[config.mk]
export PLATFORM = sky130hd
export DESIGN_NAME = uart_tx_arbiter_flat
export DESIGN_NICKNAME = d
export VERILOG_FILES = /design/src/rtl/uart_pkg.sv /design/src/rtl/uart_tx_arbiter_if.sv /design/src/rtl/uart_tx_arbiter_rr_pick.sv /design/src/rtl/uart_tx_arbiter.sv /design/src/flat_wrapper.sv
export SDC_FILE = /design/constraint.sdc
export NUM_CORES = 1
export LEC_CHECK = 0
export CAP_MARGIN = 40
export CORE_AREA = 2 2 78 80
export CTS_BUF_LIST = sky130_fd_sc_hd__clkbuf_2 sky130_fd_sc_hd__clkbuf_4 sky130_fd_sc_hd__clkbuf_8
export DETAILED_ROUTE_END_ITERATION = 10
export DIE_AREA = 0 0 80 82
export RECOVER_POWER = 100
export SYNTH_ARGS = -nofsm -noshare
export SYNTH_HDL_FRONTEND = slang
export SYNTH_SLANG_ARGS = --single-unit
export TNS_END_PERCENT = 10
[constraint.sdc]
create_clock -name clk -period 4.2 [get_ports clk]
set_input_delay 0.84 -clock clk [delete_from_list [all_inputs] [get_ports clk]]
set_output_delay 0.84 -clock clk [all_outputs]
set_load 0.005 [all_outputs]
[src/rtl/uart_pkg.sv]
// ---------------------------------------------------------------------------
// uart_pkg
// Shared definitions for the UART transmit arbiter slice.
//   arb_state_t      : arbiter FSM encoding (IDLE=0, ISSUE=1, WAIT_BUSY=2)
//   grant_idx_width  : width of a requester index (never below 1 bit)
//   hold_cnt_width   : width of the mid-frame hold counter for a timeout value
// ---------------------------------------------------------------------------
package uart_pkg;

    typedef enum logic [1:0] {
        ARB_IDLE      = 2'd0,
        ARB_ISSUE     = 2'd1,
        ARB_WAIT_BUSY = 2'd2
    } arb_state_t;

    // A single requester still needs a 1-bit index so ports never collapse.
    function automatic int grant_idx_width(input int n);
        return (n <= 1) ? 1 : $clog2(n);
    endfunction

    // Counter must be able to hold the timeout value itself; a timeout of 0
    // (never release) still gets a 1-bit saturating counter.
    function automatic int hold_cnt_width(input int t);
        return (t <= 0) ? 1 : $clog2(t + 1);
    endfunction

endpackage

[src/rtl/uart_tx_arbiter_if.sv]
// ---------------------------------------------------------------------------
// uart_tx_arbiter_if
// Bundles the requester byte streams and the UART transmit handshake.
//   req_valid  [NUM_REQ]   : per-requester byte available
//   req_data   [8*NUM_REQ] : requester i owns bits [8i+7:8i]
//   req_last   [NUM_REQ]   : byte is the final byte of its frame
//   req_ready  [NUM_REQ]   : one-hot accept from the arbiter
//   uart_transmit          : one-cycle start pulse to the UART
//   uart_tx_byte [8]       : byte presented to the UART
//   uart_tx_free           : UART transmitter idle
// Modports:
//   master : requesters plus UART (drive valid/data/last and tx_free)
//   slave  : the arbiter
// ---------------------------------------------------------------------------
interface uart_tx_arbiter_if #(
    parameter int NUM_REQ = 2
);
    logic [NUM_REQ-1:0]   req_valid;
    logic [8*NUM_REQ-1:0] req_data;
    logic [NUM_REQ-1:0]   req_last;
    logic [NUM_REQ-1:0]   req_ready;
    logic                 uart_transmit;
    logic [7:0]           uart_tx_byte;
    logic                 uart_tx_free;

    modport master (
        output req_valid,
        output req_data,
        output req_last,
        output uart_tx_free,
        input  req_ready,
        input  uart_transmit,
        input  uart_tx_byte
    );

    modport slave (
        input  req_valid,
        input  req_data,
        input  req_last,
        input  uart_tx_free,
        output req_ready,
        output uart_transmit,
        output uart_tx_byte
    );
endinterface

[src/rtl/uart_tx_arbiter_rr_pick.sv]
// ---------------------------------------------------------------------------
// rr_pick
// Combinational round-robin selector. Searches the request vector starting
// one position after ptr, wrapping around, and returns the first hit.
//   req [NUM_REQ] : request vector
//   ptr [IDX_W]   : index of the most recent owner (lowest priority)
//   any           : at least one request is set
//   idx [IDX_W]   : selected index (0 when any is low)
// ---------------------------------------------------------------------------
module rr_pick
    import uart_pkg::*;
#(
    parameter int NUM_REQ = 2,
    parameter int IDX_W   = grant_idx_width(NUM_REQ)
) (
    input  logic [NUM_REQ-1:0] req,
    input  logic [IDX_W-1:0]   ptr,
    output logic               any,
    output logic [IDX_W-1:0]   idx
);

    // cand[k] is the requester at search distance k+1 from ptr, so cand[0]
    // has the highest priority and cand[NUM_REQ-1] (== ptr) the lowest.
    logic [IDX_W-1:0]   cand [NUM_REQ];
    logic [NUM_REQ-1:0] hit;

    genvar gi;
    generate
        for (gi = 0; gi < NUM_REQ; gi++) begin : g_cand
            assign cand[gi] = IDX_W'((int'(ptr) + gi + 1) % NUM_REQ);
            assign hit[gi]  = req[cand[gi]];
        end
    endgenerate

    // Walk from lowest to highest priority so the nearest hit wins.
    always_comb begin
        any = |hit;
        idx = '0;
        for (int k = NUM_REQ - 1; k >= 0; k--) begin
            if (hit[k]) begin
                idx = cand[k];
            end
        end
    end

endmodule

[src/rtl/uart_tx_arbiter.sv]
// ---------------------------------------------------------------------------
// uart_tx_arbiter
// Shares one UART transmitter between NUM_REQ byte-stream requesters.
// A requester is granted round-robin and keeps the UART for a whole frame
// (until its last byte), or until it leaves valid low mid-frame for
// HOLD_TIMEOUT cycles. Each byte is issued only when the UART reports idle,
// and the next byte waits until the UART has visibly gone busy.
// Ports:
//   clk, rst     : clock, asynchronous active-high reset
//   bus (slave)  : requester streams and UART handshake
//   grant_idx    : current or most recent owner
//   busy         : a frame is locked
//   timeout_evt  : one-cycle pulse when a lock is released by timeout
// ---------------------------------------------------------------------------
module uart_tx_arbiter
    import uart_pkg::*;
#(
    parameter int NUM_REQ      = 2,
    parameter int HOLD_TIMEOUT = 4096,
    localparam int IDX_W       = grant_idx_width(NUM_REQ)
) (
    input  logic                 clk,
    input  logic                 rst,
    uart_tx_arbiter_if.slave     bus,
    output logic [IDX_W-1:0]     grant_idx,
    output logic                 busy,
    output logic                 timeout_evt
);

    localparam int               CNT_W      = hold_cnt_width(HOLD_TIMEOUT);
    localparam bit               TIMEOUT_EN = (HOLD_TIMEOUT > 0);
    localparam logic [CNT_W-1:0] CNT_MAX    = '1;
    localparam logic [CNT_W-1:0] CNT_LIMIT  =
        CNT_W'((HOLD_TIMEOUT > 0) ? (HOLD_TIMEOUT - 1) : 0);

    arb_state_t         state_reg;
    logic [IDX_W-1:0]   rr_ptr_reg;
    logic [CNT_W-1:0]   hold_cnt_reg;
    logic               last_reg;

    logic [7:0]         data_arr [NUM_REQ];
    logic [NUM_REQ-1:0] ready_vec;
    logic               pick_any;
    logic [IDX_W-1:0]   pick_idx;
    logic               grant_valid;
    logic               grant_last;
    logic [7:0]         grant_data;
    logic               xfer;

    // ---------------------------------------------------------------------
    // Requester selection
    // ---------------------------------------------------------------------
    rr_pick #(
        .NUM_REQ (NUM_REQ),
        .IDX_W   (IDX_W)
    ) u_rr_pick (
        .req (bus.req_valid),
        .ptr (rr_ptr_reg),
        .any (pick_any),
        .idx (pick_idx)
    );

    // ---------------------------------------------------------------------
    // Per-requester unpacking and one-hot ready
    // ---------------------------------------------------------------------
    // Ready is combinational so a byte can transfer in the very first ISSUE
    // cycle the UART is idle; only the granted requester ever sees it.
    genvar gi;
    generate
        for (gi = 0; gi < NUM_REQ; gi++) begin : g_req
            assign data_arr[gi]  = bus.req_data[8*gi +: 8];
            assign ready_vec[gi] = (state_reg == ARB_ISSUE) &&
                                   bus.uart_tx_free &&
                                   bus.req_valid[gi] &&
                                   (grant_idx == IDX_W'(gi));
        end
    endgenerate

    assign bus.req_ready = ready_vec;
    assign grant_valid   = bus.req_valid[grant_idx];
    assign grant_last    = bus.req_last[grant_idx];
    assign grant_data    = data_arr[grant_idx];
    assign xfer          = (state_reg == ARB_ISSUE) && bus.uart_tx_free && grant_valid;

    // ---------------------------------------------------------------------
    // Arbiter FSM with registered outputs
    // ---------------------------------------------------------------------
    always_ff @(posedge clk or posedge rst) begin
        if (rst) begin
            state_reg         <= ARB_IDLE;
            rr_ptr_reg        <= '0;
            hold_cnt_reg      <= '0;
            last_reg          <= 1'b0;
            grant_idx         <= '0;
            busy              <= 1'b0;
            timeout_evt       <= 1'b0;
            bus.uart_transmit <= 1'b0;
            bus.uart_tx_byte  <= '0;
        end else begin
            // Both pulses last exactly one cycle.
            bus.uart_transmit <= 1'b0;
            timeout_evt       <= 1'b0;

            case (state_reg)
                ARB_IDLE: begin
                    if (pick_any) begin
                        grant_idx    <= pick_idx;
                        busy         <= 1'b1;
                        hold_cnt_reg <= '0;
                        state_reg    <= ARB_ISSUE;
                    end
                end

                ARB_ISSUE: begin
                    if (xfer) begin
                        bus.uart_transmit <= 1'b1;
                        bus.uart_tx_byte  <= grant_data;
                        last_reg          <= grant_last;
                        hold_cnt_reg      <= '0;
                        state_reg         <= ARB_WAIT_BUSY;
                    end else if (!grant_valid) begin
                        if (TIMEOUT_EN && (hold_cnt_reg == CNT_LIMIT)) begin
                            // Owner stalled too long: drop the lock and let
                            // everyone else ahead of it in the next round.
                            timeout_evt  <= 1'b1;
                            rr_ptr_reg   <= grant_idx;
                            busy         <= 1'b0;
                            hold_cnt_reg <= '0;
                            state_reg    <= ARB_IDLE;
                        end else if (hold_cnt_reg != CNT_MAX) begin
                            hold_cnt_reg <= hold_cnt_reg + CNT_W'(1);
                        end
                    end
                end

                ARB_WAIT_BUSY: begin
                    // tx_free falling proves the UART latched the byte; only
                    // then is it safe to look at tx_free again for the next.
                    if (!bus.uart_tx_free) begin
                        if (last_reg) begin
                            rr_ptr_reg <= grant_idx;
                            busy       <= 1'b0;
                            state_reg  <= ARB_IDLE;
                        end else begin
                            state_reg  <= ARB_ISSUE;
                        end
                    end
                end

                default: begin
                    state_reg <= ARB_IDLE;
                end
            endcase
        end
    end

endmodule

[src/flat_wrapper.sv]
// flat-port wrapper written by rule: the top's interface ports become plain ports
module uart_tx_arbiter_flat import uart_pkg::*;
#(
    parameter int NUM_REQ      = 2,
    parameter int HOLD_TIMEOUT = 4096,
    localparam int IDX_W       = grant_idx_width(NUM_REQ)
)
  (clk, rst, grant_idx, busy, timeout_evt, bus_req_valid, bus_req_data, bus_req_last, bus_uart_tx_free, bus_req_ready, bus_uart_transmit, bus_uart_tx_byte);
  uart_tx_arbiter_if #(.NUM_REQ(NUM_REQ)) bus_i ();
  input  logic clk;
  input  logic rst;
  output logic [IDX_W-1:0] grant_idx;
  output logic busy;
  output logic timeout_evt;
  input wire logic [$bits(bus_i.req_valid)-1:0] bus_req_valid;
  input wire logic [$bits(bus_i.req_data)-1:0] bus_req_data;
  input wire logic [$bits(bus_i.req_last)-1:0] bus_req_last;
  input wire logic [$bits(bus_i.uart_tx_free)-1:0] bus_uart_tx_free;
  output wire logic [$bits(bus_i.req_ready)-1:0] bus_req_ready;
  output wire logic [$bits(bus_i.uart_transmit)-1:0] bus_uart_transmit;
  output wire logic [$bits(bus_i.uart_tx_byte)-1:0] bus_uart_tx_byte;
  assign bus_i.req_valid = bus_req_valid;
  assign bus_i.req_data = bus_req_data;
  assign bus_i.req_last = bus_req_last;
  assign bus_i.uart_tx_free = bus_uart_tx_free;
  assign bus_req_ready = bus_i.req_ready;
  assign bus_uart_transmit = bus_i.uart_transmit;
  assign bus_uart_tx_byte = bus_i.uart_tx_byte;
  uart_tx_arbiter #(.NUM_REQ(NUM_REQ), .HOLD_TIMEOUT(HOLD_TIMEOUT)) u_core (.clk(clk), .rst(rst), .bus(bus_i), .grant_idx(grant_idx), .busy(busy), .timeout_evt(timeout_evt));
endmodule
* After elaboration in Yosys (flattened, before gate mapping)
Index checks and enable logic that the tools add are counted.
** Word-level totals
- Output and inout port bits :: 14
- Bits of input ports :: 23
- Word-level logic and storage cells :: 93
- Register bits after elaboration :: 29
** Cells by class
- Mux-type cells :: 45
- Add/subtract/negate cells :: 3
- Bitwise operators :: 2
- Reduce and logical (&&, ||, !) cells :: 17
- Equality and inequality tests :: 13
- Order comparisons :: 4
** Operators by type and width (count)
- $mux 13 :: 5
- $mux 1 :: 28
- $pmux 13 s2 :: 1
- $mux 8 :: 3
- $add 13x1->13 const B :: 1
- $eq 13x12->1 const B :: 1
- $ne 13x13->1 const B :: 1
- $mux 2 :: 5
- $ne 2x2->1 const B :: 4
- $reduce_and 4->1 :: 2
- $reduce_and 7->1 :: 1
- $logic_and 1x1->1 :: 6
- $lt 1x2->1 const B :: 3
- $pmux 2 s3 :: 1
- $reduce_and 6->1 :: 1
- $ne 2x1->1 const B :: 2
- $ne 4x3->1 const B :: 1
- $reduce_and 2->1 :: 2
- $reduce_bool 2->1 :: 2
- $ne 3x2->1 const B :: 1
- $ne 3x3->1 const B :: 1
- $pmux 1 s3 :: 1
- $reduce_bool 3->1 :: 1
- $add 1x1->1 const B :: 2
- other kinds (8) :: 8

* Depth between registers and ports, before layout
- Depth after elaboration :: 7
- Gate-level depth with buffers :: 7
- Mapped depth without buffers :: 7

* Cells and area by module
A second synthesis with hierarchy kept.
** Unflattened totals
- Cell total of the unflattened synthesis :: 168
- Area, all modules :: 1659.1 um^2
** By module, submodules not included
- uart_tx_arbiter :: sequential area each 725.7 um^2, area each 1645.3 um^2, cells an instance 166, times used 1
- rr_pick :: sequential area each 0.0 um^2, area each 13.8 um^2, cells an instance 2, times used 1

* Least setup slack after synthesis
No wires, ideal clock.
- Kind :: in2reg
- Start point :: input bus_req_valid[1]
- End point :: register u_core.hold_cnt_reg[9]
- Buffers on the path :: 0
- Data arrival time :: 2008 ps
- Stages on the path :: 5
- Library setup time :: 125 ps
- Required time :: 4075 ps
- Path slack :: 2067 ps
- Cell sequence :: mux2i_1 > o221a_2 > o31a_1 > o21ai_2 > mux2_2
** On the way
- Cells in the longest elaborated chain, start to end :: 5
- Elaborated cells on any way between the ends :: 14
- Those cells by class :: eq/ne (3); mux (8); reduce/logical (3)
** RTL lines
- start: declaration :: RTL line flat_wrapper.sv:15 : input wire logic [$bits(bus_i.req_valid)-1:0] bus_req_valid;
- $mux 1 (on tied branches) (2 in a row) :: RTL line uart_tx_arbiter.sv:80, uart_tx_arbiter_rr_pick.sv:31
- $logic_and 1x1->1 or $reduce_or 2->1 (tied branches) :: RTL line uart_tx_arbiter.sv:83, uart_tx_arbiter_rr_pick.sv:37
- $ne 4x3->1 (no line), or another cell as far along
- $reduce_and 4->1 (no line) or $pmux 13 s2 (tied branches)
- end signal: assignment :: RTL line uart_tx_arbiter.sv:131 : hold_cnt_reg <= hold_cnt_reg + CNT_W'(1);
- end: declaration :: RTL line uart_tx_arbiter.sv:38 : logic [CNT_W-1:0] hold_cnt_reg;
Parallel ways exist; a longest one is shown, timed or not. The select of a mux whose other input is x is not followed.
A chain may end at the register's enable or synchronous reset.

* Final worst setup path
- Start point :: input bus_uart_tx_free
- End point :: output bus_req_ready[0]
** On the way
- Cells in the longest elaborated chain, start to end :: 3
** RTL lines
- start: declaration :: RTL line flat_wrapper.sv:18 : input wire logic [$bits(bus_i.uart_tx_free)-1:0] bus_uart_tx_free;
- $logic_and 1x1->1 :: RTL line uart_tx_arbiter.sv:72 : assign ready_vec[gi] = (state_reg == ARB_ISSUE) &&
- $logic_and 1x1->1 :: RTL line uart_tx_arbiter.sv:73 : bus.uart_tx_free &&
- $logic_and 1x1->1 :: RTL line uart_tx_arbiter.sv:74 : bus.req_valid[gi] &&
- end: declaration :: RTL line flat_wrapper.sv:19 : output wire logic [$bits(bus_i.req_ready)-1:0] bus_req_ready;
Every way passes these cells.

==> summary.txt <==
run status = finished with violations
failing checks = capacitance limit, slew limit
final worst path period share = 75.3%
die area = 6560 µm²
RSZ-0062 raised after global routing = false
All-Layer GR Usage = 12.6%
IO buf count = 36
largest net degree at the start of global routing = 30
setup slack, reg-to-reg = 1.45 ns
Post-Syn Area = 1670 µm²
Synth warnings = 0
CTS Sinks = 29
syn nets = 208
Routability Congestion = 0.821
CP arrival = 2.32 ns
Root Buffer = clkbuf_8
Min Clock Period, post-route = 3.16 ns
Commonest cells post-synth = dfrtp_1, nor2_1, a21oi_1, nand2_1
post-layout instance count excluding filler cells = 296
Detailed Route Iter0 Violations = 46
Pint = 0.744 mW
Placed Instances = 288
Hold Fails Final Rpt = 0
HPWL after DPL = 2.75 mm
Worst EP required = 3.36 ns
CTS resizes = 0
DR vias = 1443
Syn Area/Cell = 9.35 µm²
Via density = 4.88
most numerous cell in the Yosys netlist = dfrtp_1
Most used DFF post-synth = dfrtp_1
Switching Share = 40.1%
n_diodes = 0
setup slack after layout = 1.04 ns
Initial Util = 29.1%
Synth Instances = 179
crit path kind = in2out
synth top area cells = dfrtp_1, mux2i_1, a21oi_1
Slowest-stage cell, CP = dlygate4sd3_1
global-route wire length before repair = 6.42 mm
sequential share of power = 35.2%
Hold Startpoint = u_core.bus.uart_tx_byte[1]
initial antenna violation count = 0
die extent in x = 80 µm
Hold-fix buffers, CTS = 0
Synth async-reset ratio = 100%
wire length per cell = 12.5 µm
worst r2r src = u_core.grant_idx
maxcap violations = 1
Setup Skew = 0.00423 ns
Leak = 0.914 nW
max FFs per register = 13
GRT overflow = 0
switching power = 0.497 mW
num ports = 37
Skew-Pair Late Insertion Delay = 0.27 ns
synth unique cells = 42
fin nets = 249
start point of the critical path = bus_uart_tx_free
vias in the first global route = 1356
DRT Pass-1 Iters = 4
clock-pin slew on the worst setup and hold paths = 0.07 ns
crit-path max cell delay = 0.59 ns
crit path launch type = input port
Buf/Inv on CP = 2
cell family with most CP delay = buffers and inverters
post-synth top area share = 43.4%
largest area contributor in the netlist = dfrtp_1
setup_tns = 0 ns
Final ANT Viol Nets = 0
crit-path cells = clkdlybuf4s50_1 > nand2_1 > nor3b_1 > dlygate4sd3_1
VDD IR max = 0.231 mV
smallest hold slack = 0.524 ns
Clock Power Share = 17.9%
EDFF count, synth = 0
largest fanout on the critical path = 5
H-tree depth = 2
worst slack, placed = 1.10 ns
Die Y = 82 µm
CTS max path bufs = 2
layout cells sized above 1 = 7.69%
Post-CTS Repair Setup Buffers = 0
Slew Limit Headroom = -4.59%
Seq/Total Area, Yosys = 43.4%
FF+latch count, synth = 29
Syn-to-layout area delta = 28.8%
Comb power frac = 46.9%
Slew Limit Fails = 30
overall power = 1.24 mW
total wire length = 3.70 mm
DRC = 0
HP Class = reg2reg
Critical Path Sink Type = output port
CTS Buf Count = 5
# setup viols final = 0
Rows = 28
core footprint = 5750 µm²
CTS tree = done
Power Density = 576 nW/µm²
Worst Max-Slew Pin Slew = 1.57 ns
Max Fclk = 0.316 GHz
power groups by stage:
stage                     clock [mW]  sequential, mW  combinational, mW
final                          0.222           0.437              0.583
after global routing           0.242           0.452              0.658
after CTS                      0.231           0.441              0.658
after global placement             0           0.443              0.650
after floorplan                    0           0.411              0.452
after detailed placement           0           0.446              0.654
stage by stage:
stage / utilization [%] / instance area, µm²
3_5_place_dp: 36.9 / 2120
4_1_cts: 38.4 / 2200
5_1_grt: 37.5 / 2150
6_report: 37.5 / 2150
2_1_floorplan: - / 1670
3_3_place_gp: 36.9 / 2120
cell usage in the layout, fill, tap and decap left out, drive strengths merged:
master,count
or3,2
a31oi,4
o311ai,1
a2bb2oi,1
nor3,3
mux2,4
clkbuf,7
nand2b,1
mux2i,12
o211ai,1
o31a,1
clkinv,2
a21o,1
a21oi,20
or4,2
o21a,1
or3b,1
clkdlybuf4s50,20
o21ai,8
ha,6
o221a,1
o22ai,1
dfrtp,29
nor3b,1
inv,12
or2,2
dlygate4sd3,16
o31ai,2
nor4,3
nand4,3
a22o,1
nor2,22
and3,1
nand3,9
clkinvlp,1
nand2,19
per-layer routing:
| metal | GRT usage, % | up-vias | share of wire [%] |
|---|---|---|---|
| met3 | 3.30 | 2 | 3.5 |
| met5 | 0 | - | 0 |
| met1 | 16.1 | 692 | 47 |
| li1 | - | 722 | - |
| met4 | 4.41 | 0 | 1.1 |
| met2 | 20.7 | 27 | 49 |
worst min-delay path: stages, from the launching register on:
cell and delay (ns):
dfrtp_1 0.33, nor2_1 0.04, a21oi_1 0.10
path summary, 6_finish.rpt:
check | end | cells past startpoint
max in group asynchronous | u_core.hold_cnt_reg[9] | 3
worst max-delay path | bus_req_ready[0] | 4
worst max register to register | u_core.hold_cnt_reg[10] | 5
worst min-delay path | u_core.bus.uart_tx_byte[1] | 2
worst min register to register | u_core.bus.uart_tx_byte[1] | 2
min in group asynchronous | u_core.bus.uart_tx_byte[7] | 3
kinds of logic (layout without fill, tap and decap cells):
family,after synthesis,in the layout,share of synthesized area (%)
AOI/OAI and AO/OA,43,43,18.0
muxes,16,16,9.87
and+or+nand+nor,69,69,20.1
adders and majority gates,6,6,4.49
DFF,29,29,43.4
buffers and inverters,16,58,4.11
cell type report:
class | count | area (µm²)
clock inverters | 3 | 17.5
well taps | 75 | 93.8
clock buffers | 5 | 68.8
inverters | 12 | 45.0
repair buffers | 38 | 368
fillers | 611 | 3590
multi-input cells | 134 | 836
flip-flops and latches | 29 | 726
Note: power is estimated with default switching activity, not from simulation.
